### config.mk
export PLATFORM = sky130hd
export DESIGN_NAME = secuenciador_notas
export DESIGN_NICKNAME = d
export VERILOG_FILES = /design/src/rtl/secuenciador_notas.sv
export SDC_FILE = /design/constraint.sdc
export NUM_CORES = 1
export LEC_CHECK = 0
export CAP_MARGIN = 30
export CORE_ASPECT_RATIO = 1.2
export CORE_MARGIN = 2
export CORE_UTILIZATION = 59
export CTS_CLUSTER_SIZE = 8
export DETAILED_ROUTE_END_ITERATION = 12
export PLACE_DENSITY = 0.92
export SETUP_SLACK_MARGIN = 0.5
export SYNTH_ARGS = -nofsm -noshare
export SYNTH_HDL_FRONTEND = slang
export SYNTH_SLANG_ARGS = --single-unit
export TNS_END_PERCENT = 10
### constraint.sdc
create_clock -name clk -period 5.75 [get_ports clk]
set_input_delay 1.15 -clock clk [delete_from_list [all_inputs] [get_ports clk]]
set_output_delay 1.15 -clock clk [all_outputs]
set_load 0.03 [all_outputs]
### src/rtl/secuenciador_notas.sv
// Melody sequencer: plays a fixed note table, inserts a silent gap after every note, pulses done at the end.
// Optional SECUENCIA_LOOP_EN adds a `loop` input that restarts the melody instead of finishing.
module secuenciador_notas #(
    parameter int TICK_DIV  = 50000,
    parameter int GAP_TICKS = 20,
    parameter int ADDR_W    = 3
) (
    input  logic                clk,
    input  logic                rst_n,
    input  logic                play,
    input  logic                stop,
`ifdef SECUENCIA_LOOP_EN
    input  logic                loop,
`endif
    output logic signed [31:0]  freq,
    output logic                busy,
    output logic [ADDR_W-1:0]   note_idx,
    output logic                done,
    output logic [1:0]          state_dbg
);

    // Handshake: play is a level request sampled only in IDLE; stop is a synchronous abort that
    // wins over everything else; done is a single-cycle pulse with no acknowledge.

    localparam int PW = (TICK_DIV > 1) ? $clog2(TICK_DIV) : 1;
    localparam logic [PW-1:0]     PRESC_LAST = PW'(TICK_DIV - 1);
    localparam logic [ADDR_W-1:0] IDX_LAST   = '1;

    typedef enum logic [1:0] {
        S_IDLE = 2'd0,
        S_NOTE = 2'd1,
        S_GAP  = 2'd2,
        S_DONE = 2'd3
    } state_t;

    state_t             state, state_n;
    logic [PW-1:0]      presc, presc_n;
    logic [15:0]        cnt, cnt_n;
    logic signed [31:0] freq_n;
    logic               busy_n, done_n;
    logic [ADDR_W-1:0]  idx_n;

    logic               tick;
    logic               advance;
    logic               loop_req;
    logic [ADDR_W-1:0]  adv_idx;
    logic [31:0]        adv_entry;
    logic [31:0]        first_entry;
    logic               adv_end;

    // Entry format: {freq Hz [31:16], duration ticks [15:0]}; duration 0 marks the end.
    function automatic logic [31:0] rom_entry(input logic [ADDR_W-1:0] a);
        logic [31:0] e;
        e = '0;
        case (32'(a))
            32'd0:   e = {16'd1174, 16'd250};
            32'd1:   e = {16'd988,  16'd250};
            32'd2:   e = {16'd880,  16'd500};
            32'd3:   e = {16'd0,    16'd125};
            default: e = '0;
        endcase
        return e;
    endfunction

`ifdef SECUENCIA_LOOP_EN
    assign loop_req = loop;
`else
    assign loop_req = 1'b0;
`endif

    assign state_dbg = state;

    always_comb begin
        state_n = state;
        presc_n = presc;
        cnt_n   = cnt;
        freq_n  = freq;
        busy_n  = busy;
        done_n  = 1'b0;
        idx_n   = note_idx;
        advance = 1'b0;

        tick        = (presc == PRESC_LAST);
        adv_idx     = note_idx + ADDR_W'(1);
        adv_entry   = rom_entry(adv_idx);
        first_entry = rom_entry('0);
        // The last address has no successor, so it behaves as if followed by an end marker.
        adv_end     = (note_idx == IDX_LAST) || (adv_entry[15:0] == 16'd0);

        case (state)
            S_IDLE: begin
                freq_n = '0;
                busy_n = 1'b0;
                if (play) begin
                    idx_n   = '0;
                    presc_n = '0;
                    if (first_entry[15:0] == 16'd0) begin
                        state_n = S_DONE;
                        done_n  = 1'b1;
                        cnt_n   = '0;
                    end else begin
                        state_n = S_NOTE;
                        freq_n  = $signed({16'd0, first_entry[31:16]});
                        cnt_n   = first_entry[15:0];
                        busy_n  = 1'b1;
                    end
                end
            end
            S_NOTE: begin
                presc_n = tick ? '0 : presc + PW'(1);
                if (tick) begin
                    if (cnt == 16'd1) begin
                        if (GAP_TICKS > 0) begin
                            state_n = S_GAP;
                            freq_n  = '0;
                            cnt_n   = 16'(GAP_TICKS);
                            presc_n = '0;
                        end else begin
                            advance = 1'b1;
                        end
                    end else begin
                        cnt_n = cnt - 16'd1;
                    end
                end
            end
            S_GAP: begin
                presc_n = tick ? '0 : presc + PW'(1);
                if (tick) begin
                    if (cnt == 16'd1) begin
                        advance = 1'b1;
                    end else begin
                        cnt_n = cnt - 16'd1;
                    end
                end
            end
            S_DONE: begin
                state_n = S_IDLE;
                freq_n  = '0;
                busy_n  = 1'b0;
            end
            default: begin
                state_n = S_IDLE;
            end
        endcase

        if (advance) begin
            presc_n = '0;
            if (!adv_end) begin
                state_n = S_NOTE;
                idx_n   = adv_idx;
                freq_n  = $signed({16'd0, adv_entry[31:16]});
                cnt_n   = adv_entry[15:0];
                busy_n  = 1'b1;
            end else if (loop_req && (first_entry[15:0] != 16'd0)) begin
                state_n = S_NOTE;
                idx_n   = '0;
                freq_n  = $signed({16'd0, first_entry[31:16]});
                cnt_n   = first_entry[15:0];
                busy_n  = 1'b1;
            end else begin
                state_n = S_DONE;
                // On overflow the index stays at the last address rather than wrapping to 0.
                idx_n   = (note_idx == IDX_LAST) ? note_idx : adv_idx;
                freq_n  = '0;
                cnt_n   = '0;
                busy_n  = 1'b0;
                done_n  = 1'b1;
            end
        end

        if (stop) begin
            state_n = S_IDLE;
            presc_n = '0;
            cnt_n   = '0;
            freq_n  = '0;
            busy_n  = 1'b0;
            done_n  = 1'b0;
            idx_n   = '0;
        end
    end

    always_ff @(posedge clk or negedge rst_n) begin
        if (!rst_n) begin
            state    <= S_IDLE;
            presc    <= '0;
            cnt      <= '0;
            freq     <= '0;
            busy     <= 1'b0;
            done     <= 1'b0;
            note_idx <= '0;
        end else begin
            state    <= state_n;
            presc    <= presc_n;
            cnt      <= cnt_n;
            freq     <= freq_n;
            busy     <= busy_n;
            done     <= done_n;
            note_idx <= idx_n;
        end
    end

endmodule
# After elaboration in Yosys (flattened, before gate mapping)
# Index checks and enable logic that the tools add are counted.
# totals
word_cells,87
register_bits,71
inputBits,4
# op_classes
addsub,3
muxes,48
n_reduce_logical,14
n_eq_ne,15
# op_table
op,count
16-bit 2-to-1 mux,14
32-bit 2-to-1 mux,4
27-bit case mux with 4 select lines,1
16-bit case mux with 3 select lines,2
32-bit case mux with 3 select lines,1
"4-bit != test, second input constant",6
11-bit 2-to-1 mux,2
3-bit 2-to-1 mux,6
"16-bit by 1-bit adder with 16-bit output, second input constant",1
"16-bit by 1-bit == test with 1-bit output, second input constant",1
"16-bit == test, second input constant",1
16-bit zero test,1
"16-bit by 1-bit subtractor with 16-bit output, second input constant",1
2-bit 2-to-1 mux,6
1-bit 2-to-1 mux,10
5-bit nonzero test,2
"3-bit by 2-bit == test with 1-bit output, second input constant",2
2-bit case mux with 3 select lines,1
3-bit AND reduction,2
3-bit nonzero test,2
5-bit AND reduction,1
"2-bit == test, second input constant",2
4-bit AND reduction,1
4-bit nonzero test,1
9 further kinds,9

# Depth between registers and ports, before layout
# logic_depth
word_depth,8
mapped_depth,10
depth_no_buf,8

# Least setup slack after synthesis
# OpenSTA, ideal clock, no wires.
# synth_path
kind,input -> register
from,input port stop
to,register cnt[14]
n_path_buf,1
stages,6
setup_ps,77
arrival_time_ps,2536
t_required_ps,5673
slack_ps,3138
cell_sequence,clkbuf_1 > inv_1 > o21ai_0 > o31ai_2 > or4_1 > o21ai_1
# synth_via
elab_chain_len,2
elab_cells_between_ends,7
classes_between,4 x eq/ne; 1 x mux; 2 x reduce/logical
# synth_rtl
element,line,rtl
from (decl),11,"input logic stop,"
4-bit != test (no source line) or 5-bit nonzero test (tied branches),--,
5-bit AND reduction (no source line),--,
to (signal assigned),194,cnt <= cnt_n;
to (decl),38,"logic [15:0] cnt, cnt_n;"
# Several ways; a longest one is shown, not always the timed one.
# A chain may end at the register's enable or synchronous reset.

# Final worst setup path
# layout_path
from,input port stop
to,register presc[5]
# layout_via
elab_chain_len,2
elab_cells_between_ends,4
classes_between,1 x eq/ne; 1 x mux; 2 x reduce/logical
# layout_rtl
element,line,rtl
4-bit != test (no source line) or 5-bit nonzero test (tied branches),--,
2-bit AND reduction (no source line),--,
to (signal assigned),193,presc <= presc_n;
to (decl),37,"logic [PW-1:0] presc, presc_n;"
# Several ways; a longest one is shown, not always the timed one.

==> reports/results.txt <==
status -> completed
Syn-to-layout area delta -> 7.90%
CP required -> 5.97 ns
Arr. time, crit path -> 3.82 ns
Die Wd -> 69.5 µm
post-synthesis mux area share -> 0.00823
switching share of power -> 0.437
WS Path Type -> primary input to register
pre-CTS setup slack -> 1.86 ns
residual DRC count -> 0
GRT met3 Usage -> 0.0364
Psw -> 548 µW
Synth area leaders -> dfrtp_1 37%, o21ai_0 8.2%, ha_1 6.6%
Reg power frac -> 0.339
pin count of the biggest net entering global routing -> 46
number of port buffers -> 20
Skew-Pair Late Insertion Delay -> 0.30 ns
fin. max-slew vios -> 0
worst path cell trace -> clkdlybuf4s50_1, inv_1, nand2_1, or3_1, nor2_1, nand4_1, o21ai_0
H-tree level count -> 2
CTS clock-pin slew for the worst setup and hold paths -> 0.08 ns
CTS Buf Count -> 5
Die Area -> 5750 µm²
Top FF cell, synth -> dfrtp_1
RSZ-0062 raised after global routing -> no
Final Setup Violations -> 0
Final HPWL DP -> 4570 µm
Post-Synth XOR/XNOR Area -> 0.00864
cts repair resizes -> 0
GRT met1 Usage -> 0.291
CP top delay family -> simple AND/OR/NAND/NOR gates
Root Buffer -> clkbuf_8
simple-gate portion of the synthesized area -> 0.228
largest fanout on the critical path -> 17
clock share of power -> 0.169
Power Dens Cells -> 383 nW/µm²
measured slew at the worst slew-check pin -> 0.789 ns
Rows -> 28
adder-cell area share of the yosys netlist -> 0.0658
FF+latch count, synth -> 45
final hold violations -> 0
vias per inst -> 6.14
GRT Util Overall -> 0.227
GRT overflow -> 0
Post-synth top cells -> 50 x o21ai_0, 45 x dfrtp_1, 37 x nor2_1, 27 x nand2_1, 26 x buf_4
Fmax -> 0.278 GHz
hold crit path type -> register to register
deepest clock path buffer count -> 2
largest family of logic cells by synthesized area -> simple AND/OR/NAND/NOR gates
TritonRoute pass-1 iters -> 4
min Tclk post-route -> 3.60 ns
Final Cycle Share -> 0.626
effective utilization at floorplan -> 0.616
Largest stage delay, worst path -> 0.72 ns
1st-iter DRT viols -> 179
Yosys Warn Count -> 0
setup_tns -> 0 ns
share of cells above drive strength 1 -> 0.0659
async set-or-reset flop fraction in the synthesized netlist -> 1.00
met2 Track Usage GR -> 0.391
max_cap viols -> 0
first-pass GRT wire length -> 10600 µm
worst vdd ir -> 0.321 mV
Nets -> 383
worst setup margin -> 2.15 ns
post-DR wirelength/cell -> 15.0 µm
Crit-path slowest cell -> clkdlybuf4s50_1
CTS tree -> done
antenna-violating nets left -> 0
synth unique cells -> 54
mapped cell area -> 3040 µm²
Setup Fix Bufs, Post-CTS -> 0
Hold Buf Count CTS -> 0
io pins -> 43
CP startpoint kind -> primary input
max_slew headroom -> 0.471
Synth area leader -> dfrtp_1
Mapped Avg Cell Area -> 8.67 µm²
CP bufs+invs -> 2
vias in the first global route -> 2383
DIE HEIGHT -> 82.7 µm
Placer Congestion -> 0.916
leakage -> 0.00149 µW
ant diodes -> 0
crit end category -> register
count leader, synth -> o21ai_0
Seq/Total Area, Yosys -> 0.370
wirelength, routed -> 6370 µm
core area -> 4940 µm²
Layout Skew -> 0.00539 ns
initial antenna violation count -> 0
Compound-Gate Fraction of Synth Area -> 0.223
Synth Instances -> 351
via count -> 2604
internal power -> 707 µW
combinational power share -> 0.492
clock sinks -> 45
share of Yosys cell area claimed by the top area cell type -> 0.370
number of synthesized flops with an enable pin -> 0
GRT busiest layer -> met2
==> final timing paths <==
path                                           from                     to  slack [ns]  cells past startpoint
max                                            stop   presc[5]$_DFFE_PN0P_        2.15                      7
min                              cnt[9]$_DFFE_PN0P_     cnt[9]$_DFFE_PN0P_        0.50                      1
max reg2reg                state_dbg[1]$_DFFE_PN0P_     cnt[3]$_DFFE_PN0P_        2.82                      8
min reg2reg                      cnt[9]$_DFFE_PN0P_     cnt[9]$_DFFE_PN0P_        0.50                      1
max in group asynchronous                     rst_n     cnt[6]$_DFFE_PN0P_        4.40                      2
min in group asynchronous                     rst_n  presc[15]$_DFFE_PN0P_        0.84                      1
==> power groups by stage <==
stage	sequential [µW]	clock, µW	combinational [µW]
2_1_floorplan	449	0	444
3_3_place_gp	428	0	593
3_5_place_dp	430	0	603
4_1_cts	424	219	608
5_1_grt	435	230	676
6_report	426	212	617
==> cell type report <==
class	instances	area [µm²]
Clock buffer	7	96.3
Clock inverter	1	5.00
Fill cell	386	1660
Inverter	10	37.5
Multi-Input combinational cell	278	1700
Sequential cell	45	1130
Tap cell	60	75.1
Timing Repair Buffer	23	238
==> state kept, by name, summed over array words and instances (netlist names) <==
| register | flops |
|---|---|
| state_dbg | 2 |
| done | 1 |
| freq | 6 |
| presc | 16 |
| cnt | 16 |
| note_idx | 3 |
| busy | 1 |
==> cell families (layout without fill, tap and decap cells) <==
group,after synthesis,after routing
AND/OR/NAND/NOR,129,129
XOR/XNOR,3,3
AO/OA/AOI/OAI,106,106
buffers and inverters,49,41
adder cells (fa/ha/maj),16,16
other,1,22
flip-flops,45,45
multiplexers,2,2
==> metal layers <==
layer | vias up | part of all wire | routed length (µm)
met5 | - | 0 | 0
met4 | 0 | 0.013 | 82
met3 | 10 | 0.045 | 285
met2 | 76 | 0.51 | 3280
met1 | 1266 | 0.43 | 2730
li1 | 1252 | - | -
==> cell usage in the layout, fill, tap and decap left out, drive strengths merged, types with 4 or more instances in the layout <==
| master | Yosys | routed |
|---|---|---|
| a22oi | 4 | 4 |
| clkbuf | 6 | 7 |
| inv | 10 | 10 |
| ha | 16 | 16 |
| a31oi | 6 | 6 |
| a21oi | 10 | 10 |
| and3 | 8 | 8 |
| clkdlybuf4s50 | 0 | 19 |
| conb | 1 | 22 |
| o21ai | 52 | 52 |
| a22o | 14 | 14 |
| nand4 | 7 | 7 |
| nand2 | 28 | 28 |
| dfrtp | 45 | 45 |
| buf | 33 | 4 |
| nor2 | 37 | 37 |
| nand3 | 7 | 7 |
| or3 | 4 | 4 |
| nor3 | 10 | 10 |
| nor4 | 11 | 11 |
==> per-stage QoR <==
| step | cell area (µm²) | utilization | power, µW | hold slack (ns) | instances |
|---|---|---|---|---|---|
| detailed placement | 3150 | 0.638 | 1030 | 0.487 | 415 |
| global route | 3280 | 0.664 | 1340 | 0.525 | 424 |
| CTS | 3250 | 0.659 | 1250 | 0.507 | 423 |
| finish | 3280 | 0.664 | 1260 | 0.503 | 424 |
| floorplan | 3120 | - | 893 | 0.451 | 372 |
| global placement | 3150 | 0.638 | 1020 | 0.472 | 415 |
(Power assumes the default switching activity.)
